[config.mk]
export PLATFORM = sky130hd
export DESIGN_NAME = mem_client
export DESIGN_NICKNAME = d
export VERILOG_FILES = /design/src/rtl/mem_client.sv
export SDC_FILE = /design/constraint.sdc
export NUM_CORES = 2
export LEC_CHECK = 0
export CAP_MARGIN = 20
export CELL_PAD_IN_SITES_DETAIL_PLACEMENT = 1
export CELL_PAD_IN_SITES_GLOBAL_PLACEMENT = 1
export CORE_AREA = 5 5 471 473
export CTS_CLUSTER_SIZE = 25
export DETAILED_ROUTE_END_ITERATION = 7
export DIE_AREA = 0 0 476 478
export PLACE_DENSITY = 0.75
export SYNTH_ARGS = -nofsm -noshare
export SYNTH_HDL_FRONTEND = slang
export SYNTH_SLANG_ARGS = --single-unit
[constraint.sdc]
create_clock -name clk -period 4.1 [get_ports clk]
set_input_delay 0.615 -clock clk [delete_from_list [all_inputs] [get_ports clk]]
set_output_delay 0.615 -clock clk [all_outputs]
set_load 0.01 [all_outputs]
[src/rtl/mem_client.sv]
// rtl/mem_client.sv - cache-line client that serialises line reads/writes onto a word-wide memory controller bus.
// Optional build macro MEM_CLIENT_WORD_CHECK_EN enables the sticky proto_err word-count/ordering check.
module mem_client #(
    parameter int WORD_SIZE     = 32,
    parameter int CL_SIZE_WIDTH = 512,
    parameter int ADDR_BITCOUNT = 64
) (
    input  logic                     clk,
    input  logic                     rst_n,
    input  logic                     req_valid,
    output logic                     req_ready,
    input  logic                     req_we,
    input  logic [ADDR_BITCOUNT-1:0] req_addr,
    input  logic [CL_SIZE_WIDTH-1:0] req_wdata,
    output logic                     resp_valid,
    output logic                     resp_we,
    output logic [CL_SIZE_WIDTH-1:0] resp_rdata,
    output logic [1:0]               mc_op,
    output logic [ADDR_BITCOUNT-1:0] mc_addr,
    output logic [WORD_SIZE-1:0]     mc_wdata,
    input  logic [WORD_SIZE-1:0]     mc_rdata,
    input  logic                     mc_rd_valid,
    input  logic                     mc_ready,
    input  logic                     mc_tx_done,
    output logic                     proto_err
);
    localparam int N     = CL_SIZE_WIDTH / WORD_SIZE;
    localparam int IDX_W = (N > 1) ? $clog2(N) : 1;

    localparam logic [2:0] S_INIT     = 3'd0;
    localparam logic [2:0] S_IDLE     = 3'd1;
    localparam logic [2:0] S_WR_ISSUE = 3'd2;
    localparam logic [2:0] S_WR_SEND  = 3'd3;
    localparam logic [2:0] S_WR_WAIT  = 3'd4;
    localparam logic [2:0] S_RD_WAIT  = 3'd5;

    localparam logic [1:0] OP_IDLE  = 2'b00;
    localparam logic [1:0] OP_READ  = 2'b01;
    localparam logic [1:0] OP_WRITE = 2'b11;

    localparam logic [IDX_W-1:0] IDX_LAST = IDX_W'(N - 1);

    logic [2:0]               state_q, state_d;
    logic [1:0]               op_q, op_d;
    logic [ADDR_BITCOUNT-1:0] addr_q, addr_d;
    logic                     we_q, we_d;
    logic [CL_SIZE_WIDTH-1:0] wdata_q, wdata_d;
    logic [CL_SIZE_WIDTH-1:0] line_q, line_d;
    logic [CL_SIZE_WIDTH-1:0] rdata_q, rdata_d;
    logic [IDX_W-1:0]         idx_q, idx_d;
    logic                     rv_q, rv_d;
    logic                     rwe_q, rwe_d;

    always_comb begin
        state_d = state_q;
        op_d    = op_q;
        addr_d  = addr_q;
        we_d    = we_q;
        wdata_d = wdata_q;
        line_d  = line_q;
        rdata_d = rdata_q;
        idx_d   = idx_q;
        rv_d    = 1'b0;
        rwe_d   = rwe_q;
        case (state_q)
            S_INIT: begin
                if (mc_ready) state_d = S_IDLE;
            end
            S_IDLE: begin
                if (req_valid) begin
                    state_d = req_we ? S_WR_ISSUE : S_RD_WAIT;
                    op_d    = req_we ? OP_WRITE : OP_READ;
                    addr_d  = req_addr;
                    we_d    = req_we;
                    wdata_d = req_wdata;
                    idx_d   = '0;
                end
            end
            S_WR_ISSUE: begin
                state_d = S_WR_SEND;
            end
            S_WR_SEND: begin
                if (idx_q == IDX_LAST) begin
                    state_d = S_WR_WAIT;
                    idx_d   = '0;
                end else begin
                    idx_d = idx_q + 1'b1;
                end
            end
            S_WR_WAIT: begin
                if (mc_tx_done) begin
                    state_d = S_IDLE;
                    op_d    = OP_IDLE;
                    rv_d    = 1'b1;
                    rwe_d   = we_q;
                end
            end
            S_RD_WAIT: begin
                if (mc_rd_valid) begin
                    line_d[int'(idx_q)*WORD_SIZE +: WORD_SIZE] = mc_rdata;
                    idx_d = (idx_q == IDX_LAST) ? '0 : idx_q + 1'b1;
                end
                // The done cycle carries the final word, so publish the updated line.
                if (mc_tx_done) begin
                    rdata_d = line_d;
                    state_d = S_IDLE;
                    op_d    = OP_IDLE;
                    rv_d    = 1'b1;
                    rwe_d   = we_q;
                end
            end
            default: begin
                state_d = S_INIT;
                op_d    = OP_IDLE;
            end
        endcase
    end

    always_ff @(posedge clk or negedge rst_n) begin
        if (!rst_n) begin
            state_q <= S_INIT;
            op_q    <= OP_IDLE;
            addr_q  <= '0;
            we_q    <= 1'b0;
            wdata_q <= '0;
            line_q  <= '0;
            rdata_q <= '0;
            idx_q   <= '0;
            rv_q    <= 1'b0;
            rwe_q   <= 1'b0;
        end else begin
            state_q <= state_d;
            op_q    <= op_d;
            addr_q  <= addr_d;
            we_q    <= we_d;
            wdata_q <= wdata_d;
            line_q  <= line_d;
            rdata_q <= rdata_d;
            idx_q   <= idx_d;
            rv_q    <= rv_d;
            rwe_q   <= rwe_d;
        end
    end

    assign req_ready  = (state_q == S_IDLE);
    assign resp_valid = rv_q;
    assign resp_we    = rwe_q;
    assign resp_rdata = rdata_q;
    assign mc_op      = op_q;
    assign mc_addr    = addr_q;
    assign mc_wdata   = ((state_q == S_WR_ISSUE) || (state_q == S_WR_SEND))
                        ? wdata_q[int'(idx_q)*WORD_SIZE +: WORD_SIZE] : '0;

`ifdef MEM_CLIENT_WORD_CHECK_EN
    logic [IDX_W:0] cnt_q, cnt_d;
    logic [IDX_W:0] rd_total;
    logic           perr_q, perr_d;

    always_comb begin
        cnt_d    = cnt_q;
        perr_d   = perr_q;
        rd_total = cnt_q + {{IDX_W{1'b0}}, mc_rd_valid};
        case (state_q)
            S_IDLE: cnt_d = '0;
            S_RD_WAIT: begin
                // Saturating count keeps overlong reads from aliasing back to N.
                if (mc_rd_valid && (cnt_q != '1)) cnt_d = cnt_q + 1'b1;
                if (mc_tx_done && (rd_total != (IDX_W+1)'(N))) perr_d = 1'b1;
            end
            S_WR_ISSUE, S_WR_SEND: begin
                if (mc_tx_done) perr_d = 1'b1;
            end
            default: ;
        endcase
    end

    always_ff @(posedge clk or negedge rst_n) begin
        if (!rst_n) begin
            cnt_q  <= '0;
            perr_q <= 1'b0;
        end else begin
            cnt_q  <= cnt_d;
            perr_q <= perr_d;
        end
    end

    assign proto_err = perr_q;
`else
    assign proto_err = 1'b0;
`endif

endmodule

* Word level (Yosys, flattened, before mapping)
Index checks and enable logic that the tools add are counted.
** Word-level totals
- Register bits after elaboration :: 1612
- Input bits :: 615
- Output and inout port bits :: 614
** Cells by class
- $add $sub $neg :: 2
- Equality and inequality tests :: 11
- Shift operators :: 3
- Muxes and demuxes :: 19
- Bitwise gates (word level) :: 1
- Reductions and logical operators :: 11
** Operators by type and width (count)
- bitwise mux 512 bit :: 1
- two-way mux 512 bit :: 1
- variable shift 32 x 33 -> 512 bit (first input constant) :: 1
- variable part select 32 x 33 -> 512 bit :: 1
- variable part select 512 x 10 -> 32 bit :: 1
- negation 9 -> 33 bit :: 1
- two-way mux 32 bit :: 1
- two-way mux 3 bit :: 5
- case mux 3 bit (5 select lines) :: 1
- two-way mux 4 bit :: 3
- case mux 4 bit (3 select lines) :: 1
- inequality test 2 bit (second input constant) :: 4
- == test 3 x 2 -> 1 bit (second input constant) :: 2
- == test 3 bit (second input constant) :: 2
- two-way mux 2 bit :: 3
- case mux 2 bit (3 select lines) :: 1
- AND reduction 2 bit :: 3
- AND reduction 3 bit :: 2
- adder 4 x 1 -> 4 bit (second input constant) :: 1
- == test 4 bit (second input constant) :: 1
- AND reduction 4 bit :: 1
- == test 3 x 1 -> 1 bit (second input constant) :: 1
- zero test 3 bit :: 1
- nonzero test 3 bit :: 1
- 6 further kinds :: 7

* Logic depth before layout (Yosys ltp)
- Word-level depth :: 4
- Gate-level depth with buffers :: 13

* Worst setup path after synthesis
Ideal clock, no wire load.
- Path kind :: reg2reg
- From :: reg idx_q[0]
- To :: reg line_q[130]
- Library setup time :: 125 ps
- Data arrival time :: 2948 ps
- Slack :: 1027 ps
- Stages on the path, launching flop included :: 11
- Path buffers :: 4
- Clock period less this slack :: 3073 ps
- Path through :: dfrtp_1 -> buf_2 -> clkbuf_1 -> clkbuf_1 -> inv_1 -> ha_1 -> nor4b_2 -> nand2_1 -> nor3_2 -> buf_4 -> mux2_2
** On the way
- Longest elaborated chain between the ends :: 4
** Ends and longest elaborated chain
- start: declaration :: RTL line 50 : logic [IDX_W-1:0] idx_q, idx_d;
- start signal: assignment :: RTL line 139 : idx_q <= idx_d;
- negation 9 -> 33 bit (*) :: RTL line 100 : line_d[int'(idx_q)*WORD_SIZE +: WORD_SIZE] = mc_rdata;
- variable part select 32 x 33 -> 512 bit / variable shift 32 x 33 -> 512 bit (equally long branches) :: RTL line 100
- bitwise mux 512 bit (*) :: RTL line 100
- two-way mux 512 bit (*) :: RTL line 99 : if (mc_rd_valid) begin
- end signal: assignment :: RTL line 137 : line_q <= line_d;
- end: declaration :: RTL line 48 : logic [CL_SIZE_WIDTH-1:0] line_q, line_d;
Mark *: on every way between the ends. The rest lies on a longest branch, timed or not.
A chain may end at the register's enable or synchronous reset.

* Final worst setup path
- From :: reg idx_q[0]
- To :: out mc_wdata[29]
** On the way
- Longest elaborated chain between the ends :: 2
** Ends and longest elaborated chain
- variable part select 512 x 10 -> 32 bit :: RTL line 152 : ? wdata_q[int'(idx_q)*WORD_SIZE +: WORD_SIZE] : '0;
- two-way mux 32 bit :: RTL line 152
- end: declaration :: RTL line 20 : output logic [WORD_SIZE-1:0] mc_wdata,
No other way between the ends.

==> reports/qor.txt <==
Longest Clk Path Bufs -> 3
period utilization -> 96.54%
endpoint type of the worst setup path -> output pin
Synth Cell Area -> 69810 µm²
critical path type -> register to output pin
number of global-route vias before repair -> 56.76k
Synth Flop Type -> dfrtp_1
max-slew violation count -> 0
grt ovf -> 0
Final GP Congestion -> 0.8808
DRC -> 0
fin crit period -> 3.958 ns
Worst R2R Setup Slack -> 0.54 ns
clk sink count -> 1612
Vias -> 53.31k
final setup margin -> 0.1420 ns
sw frac -> 34.33%
TNS Setup -> 0 ns
CTS Buf Count -> 180
final setup skew -> 0.07048 ns
top post-synthesis cells by count -> dfrtp_1 (1612), nand2_1 (923), o21ai_0 (832), mux2_2 (680), mux2i_1 (511)
Reg-to-Reg Start -> idx_q[0]
Worst Path Arrival -> 3.34 ns
critical-path maximum fanout -> 16
crit-path cells -> buf_12 > buf_12 > bufbuf_16 > mux4_2 > and3_1 > a221o_2 > buf_12
most frequent cell after synthesis -> dfrtp_1
Critical Path Start Type -> register
hold slack -> 0.3726 ns
clk root buf -> clkbuf_16
Logic pwr share -> 32.1%
Int Pwr -> 0.03800 W
critical path's largest stage delay -> 0.64 ns
Final setup viols -> 0
Async SR Flop Fraction -> 100.0%
worst skew pair latency -> 0.85 ns
sw power -> 0.01987 W
RSZ-0062 raised after global routing -> no
worst r2r path cells -> 9
Final Hold Violating Endpoints -> 0
largest net degree at the start of global routing -> 124
Rows -> 171
Synthesized Nets -> 6474
synth unique cells -> 62
sequential area share after synthesis -> 57.78%
Worst Hold Depth -> 3
share of layout cells above drive strength 1 -> 18.57%
hold_sp -> mc_rdata[5]
Leak -> 38.23 nW
Nets -> 7588
Detailed Place HPWL -> 224.8 mm
WL final -> 304.9 mm
Avg Cell Area, Syn -> 11.93 µm²
Synthesis Warnings -> 0
Post-Syn Instances -> 5853
core area -> 216500 µm²
Post-DRT Antenna Nets -> 0
Worst Setup SP -> idx_q[0]
Sequential Power Share -> 38.8%
Post-synth EDFFs -> 0
top cell type's share of synthesized area -> 57.78%
worst hold path type -> primary input to register
GRT Util Overall -> 26.17%
synthesis-stage register bit count -> 1612
CTS clk-pin slew, worst paths -> 0.06 ns
Worst Setup Slack post-DPL -> 0.5130 ns
initial antenna violation count -> 94
Die Ht -> 478 µm
global-route wire length before repair -> 430.7 mm
Filler cells -> 22.79k
die area -> 227500 µm²
worst r2r dst -> line_q[396]
input/output buffers -> 1227
Max Cap Viol -> 0
DR WL/cell -> 30.42 µm
pwr dens -> 627.4 nW/µm²
Worst path slowest cell -> mux4_2
WHS Endpoint -> line_q[5]
vias per inst -> 5.317
maximum VDD drop -> 444.9 µV
chip width -> 476 µm
TritonCTS clock tree -> done
Max-slew headroom -> 32.24%
H-Tree Depth -> 4
Ports -> 1229
Starting Density -> 32.24%
f_max -> 252.7 MHz
Pre-antenna DRT Iters -> 5
Clk pwr share -> 29.1%
main area contributors after synthesis -> dfrtp_1 (58%), mux2_2 (11%), mux2i_1 (7.3%)
CP dominant cell by count -> buf_12
Slew @ Worst Pin -> 1.016 ns
CP Data Required Time -> 3.48 ns
1st-iter DRT viols -> 3701
Area Growth Syn to Fin -> 32.14%
Yosys top cell by area -> dfrtp_1
status -> finished, final reports clean
[stage by stage]
stage                     util [%]  instances  instance area, µm²  power (W)
final                        42.60      10030               92250    0.05787
after floorplan                  -       5853               69810    0.03130
after global routing         42.57       9992               92160    0.06016
after CTS                    42.53       9968               92080    0.05850
after detailed placement     39.51       9622               85540    0.04105
after global placement       39.50       9621               85530    0.04041
[power by group through the flow]
stage | combinational (W) | sequential (W) | clock (W)
floorplan | 0.00983 | 0.0215 | 0
global route | 0.0196 | 0.0227 | 0.0179
CTS | 0.0189 | 0.0224 | 0.0172
finish | 0.0186 | 0.0225 | 0.0168
global placement | 0.0180 | 0.0224 | 0
detailed placement | 0.0184 | 0.0226 | 0
[flip-flops by register name, summed over array words and instances (netlist names)]
name and count:
idx_q 4, line_q 512, mc_addr 64, mc_op 2, resp_rdata 512, resp_valid 1
resp_we 1, state_q 3, wdata_q 512, we_q 1
[layer usage]
metal | GRT usage (%) | wire [µm] | vias to the layer above
met2 | 45.27 | 153100 | 2050
li1 | - | - | 22800
met1 | 29.36 | 110700 | 27820
met3 | 6.545 | 21310 | 596
met4 | 14.73 | 19610 | 38
met5 | 0 | 243 | -
[cells in the final DEF, fill, tap and decap left out, types with 82 or more instances in the layout]
master           instances
buf_4                  118
clkbuf_16              181
clkdlybuf4s50_1       1187
dfrtp_1               1609
mux2_2                 680
mux2i_1                508
mux4_2                 110
nand2_1                922
nand3_1                106
nor2_1                  82
o21ai_0                831
o21ai_1                 86
[worst max path at each step]
stage	endpoint	slack (ns)	cells after the start
floorplan	line_q[130]	1.03	10
global placement	mc_wdata[19]	0.53	5
detailed placement	line_q[396]	0.51	6
CTS	mc_wdata[29]	0.0001	7
global route	mc_wdata[29]	0.002	7
finish	mc_wdata[29]	0.14	7
[what timing repair did]
item | 4_1_cts | 5_1_grt
setup buffers | 9 | 0
setup endpoints to repair | 30 | 3
hold endpoints to repair | 75 | 0
cloned | 6 | 0
gates resized for setup | 37 | 3
hold buffers | 1 | 0
[logic make-up after synthesis]
family	after synthesis	share of synthesized area, %
XOR/XNOR	3	0.03764
adder cells (fa/ha/maj)	6	0.1075
AND/OR/NAND/NOR	1324	8.234
buffers and inverters	518	3.518
flip-flops	1612	57.78
other	1	0.005372
multiplexers	1307	21.94
AO/OA/AOI/OAI	1082	8.374
[worst max-delay path: cells and delay by family (launching register included)]
| kind | cells | cell delay [ns] |
|---|---|---|
| buffers and inverters | 4 | 0.79 |
| muxes | 1 | 0.64 |
| DFF | 1 | 0.41 |
| AOI/OAI and AO/OA | 1 | 0.41 |
| and+or+nand+nor | 1 | 0.25 |
[cell type report]
cell class              instances  area (µm²)  area share [%]
clock buffers                 273        5265           5.707
flip-flops and latches       1612       40350           43.74
multi-input cells            3723       27280           29.58
diodes                         57       142.6          0.1546
clock inverters                57       888.4          0.9630
inverters                      39       146.4          0.1587
well taps                    2854        3571           3.871
repair buffers               1411       14600           15.83
No activity file was read; power rests on OpenSTA's default activity.
